**src/rtl/gcd_arb_pkg.sv**
```systemverilog
`default_nettype none
//============================================================================
// Module : gcd_arb_pkg
// Brief  : Shared types and helpers for the round-robin GCD core arbiter.
// Rev    : 1.0  initial release
//============================================================================
package gcd_arb_pkg;

    typedef enum logic [1:0] {
        ST_IDLE  = 2'd0,
        ST_ISSUE = 2'd1,
        ST_WAIT  = 2'd2,
        ST_RESP  = 2'd3
    } arb_state_t;

    localparam int c_MAX_REQ  = 16;
    localparam int c_MAX_ID_W = 4;

    function automatic int id_width(input int n_req);
        return (n_req > 1) ? $clog2(n_req) : 1;
    endfunction

    // Returns {found, index}: first set request at or after ptr, wrapping at n_req.
    function automatic logic [c_MAX_ID_W:0] rr_winner(
        input logic [c_MAX_REQ-1:0]  req,
        input logic [c_MAX_ID_W-1:0] ptr,
        input int                    n_req
    );
        logic                  found;
        logic [c_MAX_ID_W-1:0] idx;
        logic [c_MAX_ID_W:0]   j;
        found = 1'b0;
        idx   = '0;
        for (int i = 0; i < c_MAX_REQ; i++) begin
            j = {1'b0, ptr} + (c_MAX_ID_W + 1)'(i);
            if (j >= (c_MAX_ID_W + 1)'(n_req)) begin
                j = j - (c_MAX_ID_W + 1)'(n_req);
            end
            if ((i < n_req) && !found && req[j[c_MAX_ID_W-1:0]]) begin
                found = 1'b1;
                idx   = j[c_MAX_ID_W-1:0];
            end
        end
        return {found, idx};
    endfunction

endpackage
`default_nettype wire

```
**src/rtl/gcd_rr_arbiter_pick.sv**
```systemverilog
`default_nettype none
//============================================================================
// Module : gcd_rr_pick
// Brief  : Combinational round-robin picker (request vector + pointer -> index).
// Rev    : 1.0  initial release
//============================================================================
module gcd_rr_pick
    import gcd_arb_pkg::*;
#(
    parameter int N_REQ = 4,
    parameter int ID_W  = id_width(N_REQ)
) (
    input  logic [N_REQ-1:0] req,
    input  logic [ID_W-1:0]  ptr,
    output logic             found,
    output logic [ID_W-1:0]  idx
);

    logic [c_MAX_REQ-1:0]  w_req_ext;
    logic [c_MAX_ID_W-1:0] w_ptr_ext;
    logic [c_MAX_ID_W:0]   w_win;

    always_comb begin
        w_req_ext = c_MAX_REQ'(req);
        w_ptr_ext = c_MAX_ID_W'(ptr);
        w_win     = rr_winner(w_req_ext, w_ptr_ext, N_REQ);
    end

    assign found = w_win[c_MAX_ID_W];
    assign idx   = ID_W'(w_win[c_MAX_ID_W-1:0]);

endmodule
`default_nettype wire

```
**src/rtl/gcd_rr_arbiter.sv**
```systemverilog
`default_nettype none
//============================================================================
// Module : gcd_rr_arbiter
// Brief  : Round-robin sharing of one GCD core among N_REQ requesters.
//          Optional macro GCD_ARB_ZERO_BYPASS_EN answers zero-operand jobs
//          directly without starting the core.
// Rev    : 1.0  initial release
//============================================================================
module gcd_rr_arbiter
    import gcd_arb_pkg::*;
#(
    parameter int N_REQ = 4,
    parameter int OP_SZ = 8,
    parameter int ID_W  = id_width(N_REQ)   // derived; do not override
) (
    input  logic               clk,
    input  logic               rst,
    input  logic [N_REQ-1:0]   req,
    input  logic [N_REQ*OP_SZ-1:0] a_in,
    input  logic [N_REQ*OP_SZ-1:0] b_in,
    output logic [N_REQ-1:0]   gnt,
    output logic               rsp_valid,
    output logic [ID_W-1:0]    rsp_id,
    output logic [OP_SZ-1:0]   rsp_data,
    output logic               busy,
    output logic               gcd_start,
    output logic [OP_SZ-1:0]   gcd_a,
    output logic [OP_SZ-1:0]   gcd_b,
    input  logic               gcd_done,
    input  logic [OP_SZ-1:0]   gcd_res
);

    arb_state_t        r_state, w_state_nxt;
    logic [ID_W-1:0]   r_ptr, r_id;
    logic [N_REQ-1:0]  r_gnt;
    logic              r_rsp_valid, r_busy, r_gcd_start;
    logic [ID_W-1:0]   r_rsp_id;
    logic [OP_SZ-1:0]  r_rsp_data, r_gcd_a, r_gcd_b;

    logic              w_found, w_bypass, w_take;
    logic [ID_W-1:0]   w_idx, w_rsp_id, w_ptr_nxt;
    logic [OP_SZ-1:0]  w_a, w_b, w_rsp_data;
    logic [N_REQ-1:0]  w_onehot;

    gcd_rr_pick #(
        .N_REQ (N_REQ),
        .ID_W  (ID_W)
    ) u_pick (
        .req   (req),
        .ptr   (r_ptr),
        .found (w_found),
        .idx   (w_idx)
    );

    assign w_a = a_in[int'(w_idx)*OP_SZ +: OP_SZ];
    assign w_b = b_in[int'(w_idx)*OP_SZ +: OP_SZ];

    always_comb begin
        w_take   = (r_state == ST_IDLE) && w_found;
        w_onehot = N_REQ'(1) << w_idx;
`ifdef GCD_ARB_ZERO_BYPASS_EN
        w_bypass = (w_a == '0) || (w_b == '0);
`else
        w_bypass = 1'b0;
`endif
        // A bypassed job reaches RESP straight from IDLE, so id/data come from the picker.
        w_rsp_id   = (r_state == ST_IDLE) ? w_idx : r_id;
        w_rsp_data = (r_state == ST_IDLE) ? (w_a | w_b) : gcd_res;
        w_ptr_nxt  = (w_rsp_id == ID_W'(N_REQ - 1)) ? '0 : w_rsp_id + ID_W'(1);
    end

    always_comb begin
        w_state_nxt = r_state;
        case (r_state)
            ST_IDLE:  if (w_found) w_state_nxt = w_bypass ? ST_RESP : ST_ISSUE;
            ST_ISSUE: w_state_nxt = ST_WAIT;
            ST_WAIT:  if (gcd_done) w_state_nxt = ST_RESP;
            ST_RESP:  w_state_nxt = ST_IDLE;
            default:  w_state_nxt = ST_IDLE;
        endcase
    end

    always_ff @(posedge clk) begin
        if (rst) begin
            r_state     <= ST_IDLE;
            r_ptr       <= '0;
            r_id        <= '0;
            r_gnt       <= '0;
            r_rsp_valid <= 1'b0;
            r_rsp_id    <= '0;
            r_rsp_data  <= '0;
            r_busy      <= 1'b0;
            r_gcd_start <= 1'b0;
            r_gcd_a     <= '0;
            r_gcd_b     <= '0;
        end else begin
            r_state     <= w_state_nxt;
            r_gcd_start <= (w_state_nxt == ST_ISSUE);
            r_busy      <= (w_state_nxt != ST_IDLE);
            r_rsp_valid <= (w_state_nxt == ST_RESP);
            r_gnt       <= w_take ? w_onehot : '0;
            if (w_take) begin
                r_id <= w_idx;
                if (!w_bypass) begin
                    r_gcd_a <= w_a;
                    r_gcd_b <= w_b;
                end
            end
            if (w_state_nxt == ST_RESP) begin
                r_rsp_id   <= w_rsp_id;
                r_rsp_data <= w_rsp_data;
                r_ptr      <= w_ptr_nxt;
            end
        end
    end

    assign gnt       = r_gnt;
    assign rsp_valid = r_rsp_valid;
    assign rsp_id    = r_rsp_id;
    assign rsp_data  = r_rsp_data;
    assign busy      = r_busy;
    assign gcd_start = r_gcd_start;
    assign gcd_a     = r_gcd_a;
    assign gcd_b     = r_gcd_b;

endmodule
`default_nettype wire
```
**config.mk**
```make
export PLATFORM = sky130hd
export DESIGN_NAME = gcd_rr_arbiter
export DESIGN_NICKNAME = d
export VERILOG_FILES = /design/src/rtl/gcd_arb_pkg.sv /design/src/rtl/gcd_rr_arbiter_pick.sv /design/src/rtl/gcd_rr_arbiter.sv
export SDC_FILE = /design/constraint.sdc
export NUM_CORES = 1
export LEC_CHECK = 0
export CORE_MARGIN = 1.5
export CORE_UTILIZATION = 46
export DETAILED_ROUTE_END_ITERATION = 10
export PLACE_DENSITY = 0.89
export SYNTH_ARGS = -nofsm -noshare
export SYNTH_HDL_FRONTEND = slang
export SYNTH_SLANG_ARGS = --single-unit
```
**constraint.sdc**
```tcl
create_clock -name clk -period 4.8 [get_ports clk]
set_clock_uncertainty 0.15 [all_clocks]
set_input_delay 0.96 -clock clk [delete_from_list [all_inputs] [get_ports clk]]
set_output_delay 0.96 -clock clk [all_outputs]
set_load 0.005 [all_outputs]
```
Word level (Yosys, flattened, before mapping). Cells that the tools add are included.

Latch bits: 0. Memories: 0. Input bits: 79. Memory bits (writable): 0. Register bits after elaboration: 39. Output and inout bits: 33. Word-level logic and storage cells: 74. Bits in read-only memories: 0.

Equal/unequal tests: 6. Multiply operators: 0. Div/mod/pow operators: 0. Shift operators: 3. Magnitude comparators: 8. $add $sub $neg: 8. Mux-type cells: 26. Reduce and logical (&&, ||, !) cells: 10. Bitwise operators: 2.

Operators with widths (number): 32-bit by 6-bit indexed part select with 8-bit output (2); 4-bit by 5-bit < comparator with 1-bit output, second input constant (4); 1-bit binary-select mux with 4-bit select (4); 2-bit 2-to-1 mux (8); 4-bit 2-to-1 mux (4); 5-bit by 3-bit greater-or-equal comparator with 1-bit output, second input constant (3); 4-bit by 3-bit subtractor with 4-bit output, second input constant (3); 2-bit == test, second input constant (4); 1-bit 2-to-1 mux (8); 8-bit 2-to-1 mux (1); 8-bit bitwise OR (1); 2-bit case mux with 4 select lines (1); 2-bit by 2-bit adder with 3-bit output, second input constant (2); 2-bit by 1-bit == test with 1-bit output, second input constant (2); 1-bit logical AND (4); 1-bit by 2-bit << shifter with 4-bit output, first input constant (1); 2-bit by 3-bit subtractor with 4-bit output, second input constant (1); 2-bit by 1-bit adder with 3-bit output, second input constant (1); 2-bit by 3-bit greater-or-equal comparator with 1-bit output, second input constant (1); 1-bit zero test (3); 2-bit by 1-bit adder with 2-bit output, second input constant (1); 2-bit zero test (1); 2-bit nonzero test (1); 2-bit OR reduction (1); 1-bit inverter (1).

Depth between registers and ports, before layout.
Depth after elaboration: 17. Depth in mapped cells: 14. Mapped depth without buffers: 9.

By module. From an unflattened synthesis, not the netlist that was laid out.

Cell total of the unflattened synthesis: 196. Area total of the unflattened synthesis: 2120.8 um2.

By module, submodules not included: gcd_rr_arbiter (area each 1804.2 um2, seq. area each 780.7 um2, instances 1, cells each 158); gcd_rr_pick (area each 316.6 um2, seq. area each 0.0 um2, instances 1, cells each 38).

Worst setup path after synthesis. No wires, ideal clock.

Kind: register to register. From: register r_ptr[0]. To: register r_rsp_data[6], in the netlist rsp_data[6]. Stages on the path, launching flop included: 15. Arrival time: 3.329 ns. Setup time: 0.086 ns. Period minus slack after synthesis: 3.565 ns. Required time: 4.564 ns. Slack: 1.235 ns. Path through: dfxtp_1 > buf_6 > clkinv_1 > clkbuf_1 > ha_1 > mux2_2 > and3_1 > buf_2 > nor4b_4 > o32ai_2 > buf_6 > buf_12 > mux2i_1 > mux2_2 > a221oi_2.

Cells in the longest elaborated chain, start to end: 17. Elaborated cells on any way between the ends: 44. Classes of those cells: add/sub: 7; order compare: 4; eq/ne: 1; shift: 2; mux: 23; bitwise: 1; reduce/logical: 6.

RTL lines: from (decl) (line gcd_rr_arbiter.sv:34) `logic [ID_W-1:0] r_ptr, r_id;`; from (signal assigned) (line gcd_rr_arbiter.sv:112) `r_ptr <= w_ptr_nxt;`; parallel branches: the longest is 17 deep, another holds 4-bit by 3-bit subtractor with 4-bit output; to (signal assigned) (line gcd_rr_arbiter.sv:111) `r_rsp_data <= w_rsp_data;`; to (decl) (line gcd_rr_arbiter.sv:38) `logic [OP_SZ-1:0] r_rsp_data, r_gcd_a, r_gcd_b;`.

Parallel ways; which one is timed is not known. The select of a mux whose other input is x is not followed. A chain may end at the register's enable or synchronous reset.

Worst setup path in the final report.
From: input port req[3]. To: register r_rsp_data[1], in the netlist rsp_data[1].

Cells in the longest elaborated chain, start to end: 15. Elaborated cells on any way between the ends: 29. Classes of those cells: eq/ne: 1; shift: 2; mux: 19; bitwise: 1; reduce/logical: 6.

RTL lines: from (decl) (line gcd_rr_arbiter.sv:18) `input logic [N_REQ-1:0] req,`; 1-bit binary-select mux with 4-bit select (line gcd_arb_pkg.sv:39) `if ((i < n_req) && !found && req[j[c_MAX_ID_W-1:0]]) begin`; 1-bit 2-to-1 mux (not written as such) (line gcd_arb_pkg.sv:39); 1-bit 2-to-1 mux (line gcd_arb_pkg.sv:39); 1-bit zero test (line gcd_arb_pkg.sv:39); 1-bit logical AND (line gcd_arb_pkg.sv:39); 1-bit 2-to-1 mux (line gcd_arb_pkg.sv:39); 1-bit zero test (line gcd_arb_pkg.sv:39); 1-bit logical AND (line gcd_arb_pkg.sv:39); 1-bit 2-to-1 mux (line gcd_arb_pkg.sv:39); 1-bit zero test (line gcd_arb_pkg.sv:39); 1-bit logical AND (line gcd_arb_pkg.sv:39); 2-bit 2-to-1 mux / 1-bit 2-to-1 mux (equally long branches) (line gcd_arb_pkg.sv:39); 32-bit by 6-bit indexed part select with 8-bit output, or another cell as far along (line gcd_rr_arbiter.sv:55) `assign w_a = a_in[int'(w_idx)*OP_SZ +: OP_SZ];`; 8-bit bitwise OR / 2-bit case mux with 4 select lines (equally long branches) (line gcd_rr_arbiter.sv:68, gcd_rr_arbiter.sv:74); 8-bit 2-to-1 mux / 2-bit == test (equally long branches) (line gcd_rr_arbiter.sv:68, gcd_rr_arbiter.sv:109).

Several ways; a longest one is shown, not always the timed one. The select of a mux whose other input is x is not followed.

==> flow_summary.yaml <==
run_status:
  status: "finished, final reports clean"
sta:
  final-hold-violation-count: 0
  slew_viol_final: 0
  period_minus_slack_ns: 4.00
  final-setup-viol-count: 0
  fmax_ghz: 0.250
  hold_ws_ns: 0.300
  layout_worst_path_cycle_share_pct: 83.4
  tightest_slew_ns: 1.05
  total_negative_slack_ns: 0
  grt_setup_unrepaired: "false"
  slew-limit-headroom_pct: 29.8
clocking:
  htree_num_levels: 2
  tritoncts: "built"
  tritoncts.num_buffers: 5
  cts-root-buf: "clkbuf_8"
  cts_post_setup_buffers_inserted: 0
  clock_latency_ns: 0.31
  cts-hold-fix-buffers: 0
  clk_transition_reported_paths_ns: 0.08
  cts_resized: 0
  number_of_sinks_handled_by_clock_tree_synthesis: 39
  clock_path_buffers: 2
synthesis:
  postSynthCellCount: 403
  area_fraction_in_compound_gates_after_synthesis_pct: 37.3
  postSynthRegisterBits: 39
  synthesis.area_um2: 3240
  postSynthAreaPerCell_um2: 8.04
  largest_family_of_logic_cells_by_synthesized_area: "compound AO/OA/AOI/OAI gates"
  synthAdderAreaFrac_pct: 2.70
  post_synth_and_or_nand_nor_area_fraction_pct: 11.9
  synth-xor-area-share_pct: 0.270
  synthesis.yosys.warnings: 0
  async_reset_ff_share_pct: 0
  synth.net_count: 489
  post_synth_mux_area_share_pct: 12.9
  synthDistinctLibCells: 45
  number_of_enable_type_register_cells_in_the_synthesized_netlist: 0
  synth_top_flop_cell: "dfxtp_1"
  seq_area_frac_synth_pct: 24.1
place:
  placedCellCount: 580
  hpwl_mm: 7.69
  gp_congestion: 0.856
  numPortBuffers: 111
floorplanning:
  initial_utilization_pct: 47.7
  placeableCoreArea_um2: 6790
  fp.dieW_um: 86.9
  die_area_um2: 7550
  fp-row-count: 30
  die_height_um: 86.9
  ioPinCount: 112
power_and_ir_drop:
  power_leakage_nw: 1.68
  ir_drop_mv: 0.248
  internal_power_mw: 1.35
  relative_contribution_of_sequential_cells_to_total_power_pct: 19.1
  power.switching_fraction_pct: 48.3
  switching_power_mw: 1.27
  cellPowerDensity_nw_per_um2: 586
  power_frac_clock_pct: 9.7
  power.share.combinational_pct: 71.3
grt:
  wire_length_of_the_first_global_routing_pass_mm: 17.0
  first_global_vias: 3499
  number_of_antenna_violations_at_the_first_check_in_global_routing: 0
  grt_max_degree: 52
  grt_remaining_overflow: 0
  grt.total_usage_pct: 28.4
layout:
  syn_to_final_growth_pct: 38.2
  layoutNonFillerInstCount: 588
  number_of_filler_cells_placed_in_the_layout: 549
  nNetsFinal: 577
  seqCellArea_um2: 781
  multi_input_area_um2: 2130
  insertedDiodeCount: 0
  layout-drive-gt1-share_pct: 9.35
critical_path:
  critPathMaxFanout: 18
  critical_path.reg2reg.startpoint: "r_ptr[0]"
  startpoint_type: "input pin"
  critPathKind: "in2reg"
  worst_setup_path_startpoint: "req[3]"
  worst_path_required_time_ns: 4.87
  critPathArrivalTime_ns: 4.07
  critical_path.endpoint_type: "flip-flop"
drt:
  drt_pre_antenna_iters: 7
  route.detailed.drc: 0
  viasPerCell: 6.21
  via_count: 3650
  drt_wl_total_mm: 10.8
  routedWlPerCell_um: 18.3
  initialDrtViolationCount: 402
  number_of_routed_nets_with_antenna_violations: 0
hold_path:
  hold_path_startpoint: "gcd_b[7]"
  timing.hold.worst.class: "reg2reg"
job:
  cap_viol_max_count: 0
path summary, 6_finish.rpt:
kind / endpoint / slack [ns] / cells past startpoint
worst max-delay path: rsp_data[1] / 0.80 / 8
worst min-delay path: gcd_b[7] / 0.30 / 2
worst max register to register: rsp_data[1] / 0.86 / 10
worst min register to register: gcd_b[7] / 0.30 / 2
cell type report:
class | count | area share [%]
Timing Repair Buffer | 122 | 26.7
Multi-Input combinational cell | 283 | 47.5
Inverter | 40 | 3.36
Clock inverter | 1 | 0.168
Tap cell | 96 | 2.68
Sequential cell | 39 | 17.4
Clock buffer | 7 | 2.15
registers in the layout, indices dropped and copies added, names as in the netlist:
| name | count |
|---|---|
| r_id | 2 |
| gcd_start | 1 |
| busy | 1 |
| gcd_a | 8 |
| r_state | 2 |
| rsp_valid | 1 |
| rsp_data | 8 |
| gcd_b | 8 |
| r_ptr | 2 |
| gnt | 4 |
| rsp_id | 2 |
synth_stat cells (8+ instances only):
| cell | number | share of area [%] |
|---|---|---|
| o311ai_0 | 32 | 8.7 |
| a22oi_1 | 18 | 4.2 |
| nand3_1 | 27 | 4.2 |
| mux2i_1 | 26 | 8.0 |
| o211ai_1 | 34 | 7.9 |
| o22ai_1 | 9 | 1.7 |
| clkbuf_1 | 28 | 3.2 |
| o21ai_0 | 38 | 5.9 |
| nand2_1 | 18 | 2.1 |
| nor2_1 | 8 | 0.93 |
| dfxtp_1 | 39 | 24 |
| inv_1 | 38 | 4.4 |
| mux2_2 | 12 | 4.2 |
power groups by stage:
stage          Sequential [mW]  Combinational [mW]  Clock [mW]
2_1_floorplan            0.500                1.30           0
3_3_place_gp             0.501                1.75           0
3_5_place_dp             0.502                1.82           0
4_1_cts                  0.498                1.83       0.251
5_1_grt                  0.508                2.02       0.265
6_report                 0.500                1.87       0.253
cell families (layout without fill, tap and decap cells):
group	after synthesis	count (layout)
AOI/OAI and AO/OA	162	162
buffers and inverters	81	170
and+or+nand+nor	74	74
muxes	39	39
DFF	39	39
adders and majority gates	7	7
xor gates and xnor gates	1	1
per-stage QoR:
stage / setup WS, ns / util (%) / instance area, um2 / power, mW
2_1_floorplan: 1.24 / - / 3240 / 1.80
3_3_place_gp: 0.664 / 64.3 / 4370 / 2.25
3_5_place_dp: 0.506 / 64.3 / 4370 / 2.33
4_1_cts: 0.823 / 65.9 / 4470 / 2.58
5_1_grt: 0.635 / 65.9 / 4470 / 2.79
6_report: 0.798 / 65.9 / 4470 / 2.62
critical path: stages:
cell             delay (ns)
clkdlybuf4s50_1        0.48
mux4_2                 0.49
a21boi_4               0.23
nor4b_4                0.19
o32ai_4                0.91
mux2i_1                0.22
mux2_2                 0.34
a221oi_2               0.25
per-layer routing:
metal	track usage, %	wire length [um]	vias to the layer above
li1	-	-	1720
met1	36.9	4540	1706
met2	48.0	5100	201
met3	4.27	884	23
met4	9.53	243	0
met5	0	0	-
placed cells by master (no fill, tap or decap), types with 2 or more instances in the layout:
cell type	netlist	routed
mux2i_1	26	25
dfxtp_1	39	39
clkinv_1	2	2
buf_4	3	11
clkbuf_8	0	7
o211ai_1	34	34
a21oi_1	6	6
o22ai_1	9	9
a21o_1	4	4
o311ai_0	32	32
or3_1	2	2
ha_1	7	7
nand2b_1	2	2
a22oi_1	18	18
inv_1	38	38
a211o_1	2	2
a221oi_2	7	7
a211oi_1	3	3
o21ai_1	3	3
nand3_1	27	27
nor3_1	6	5
clkdlybuf4s50_1	0	111
mux2_2	12	12
nor3b_1	3	3
o21ai_0	38	38
nor2_1	8	8
and3_1	2	2
nand2_1	18	18
Note: power is estimated with default switching activity, not from simulation.
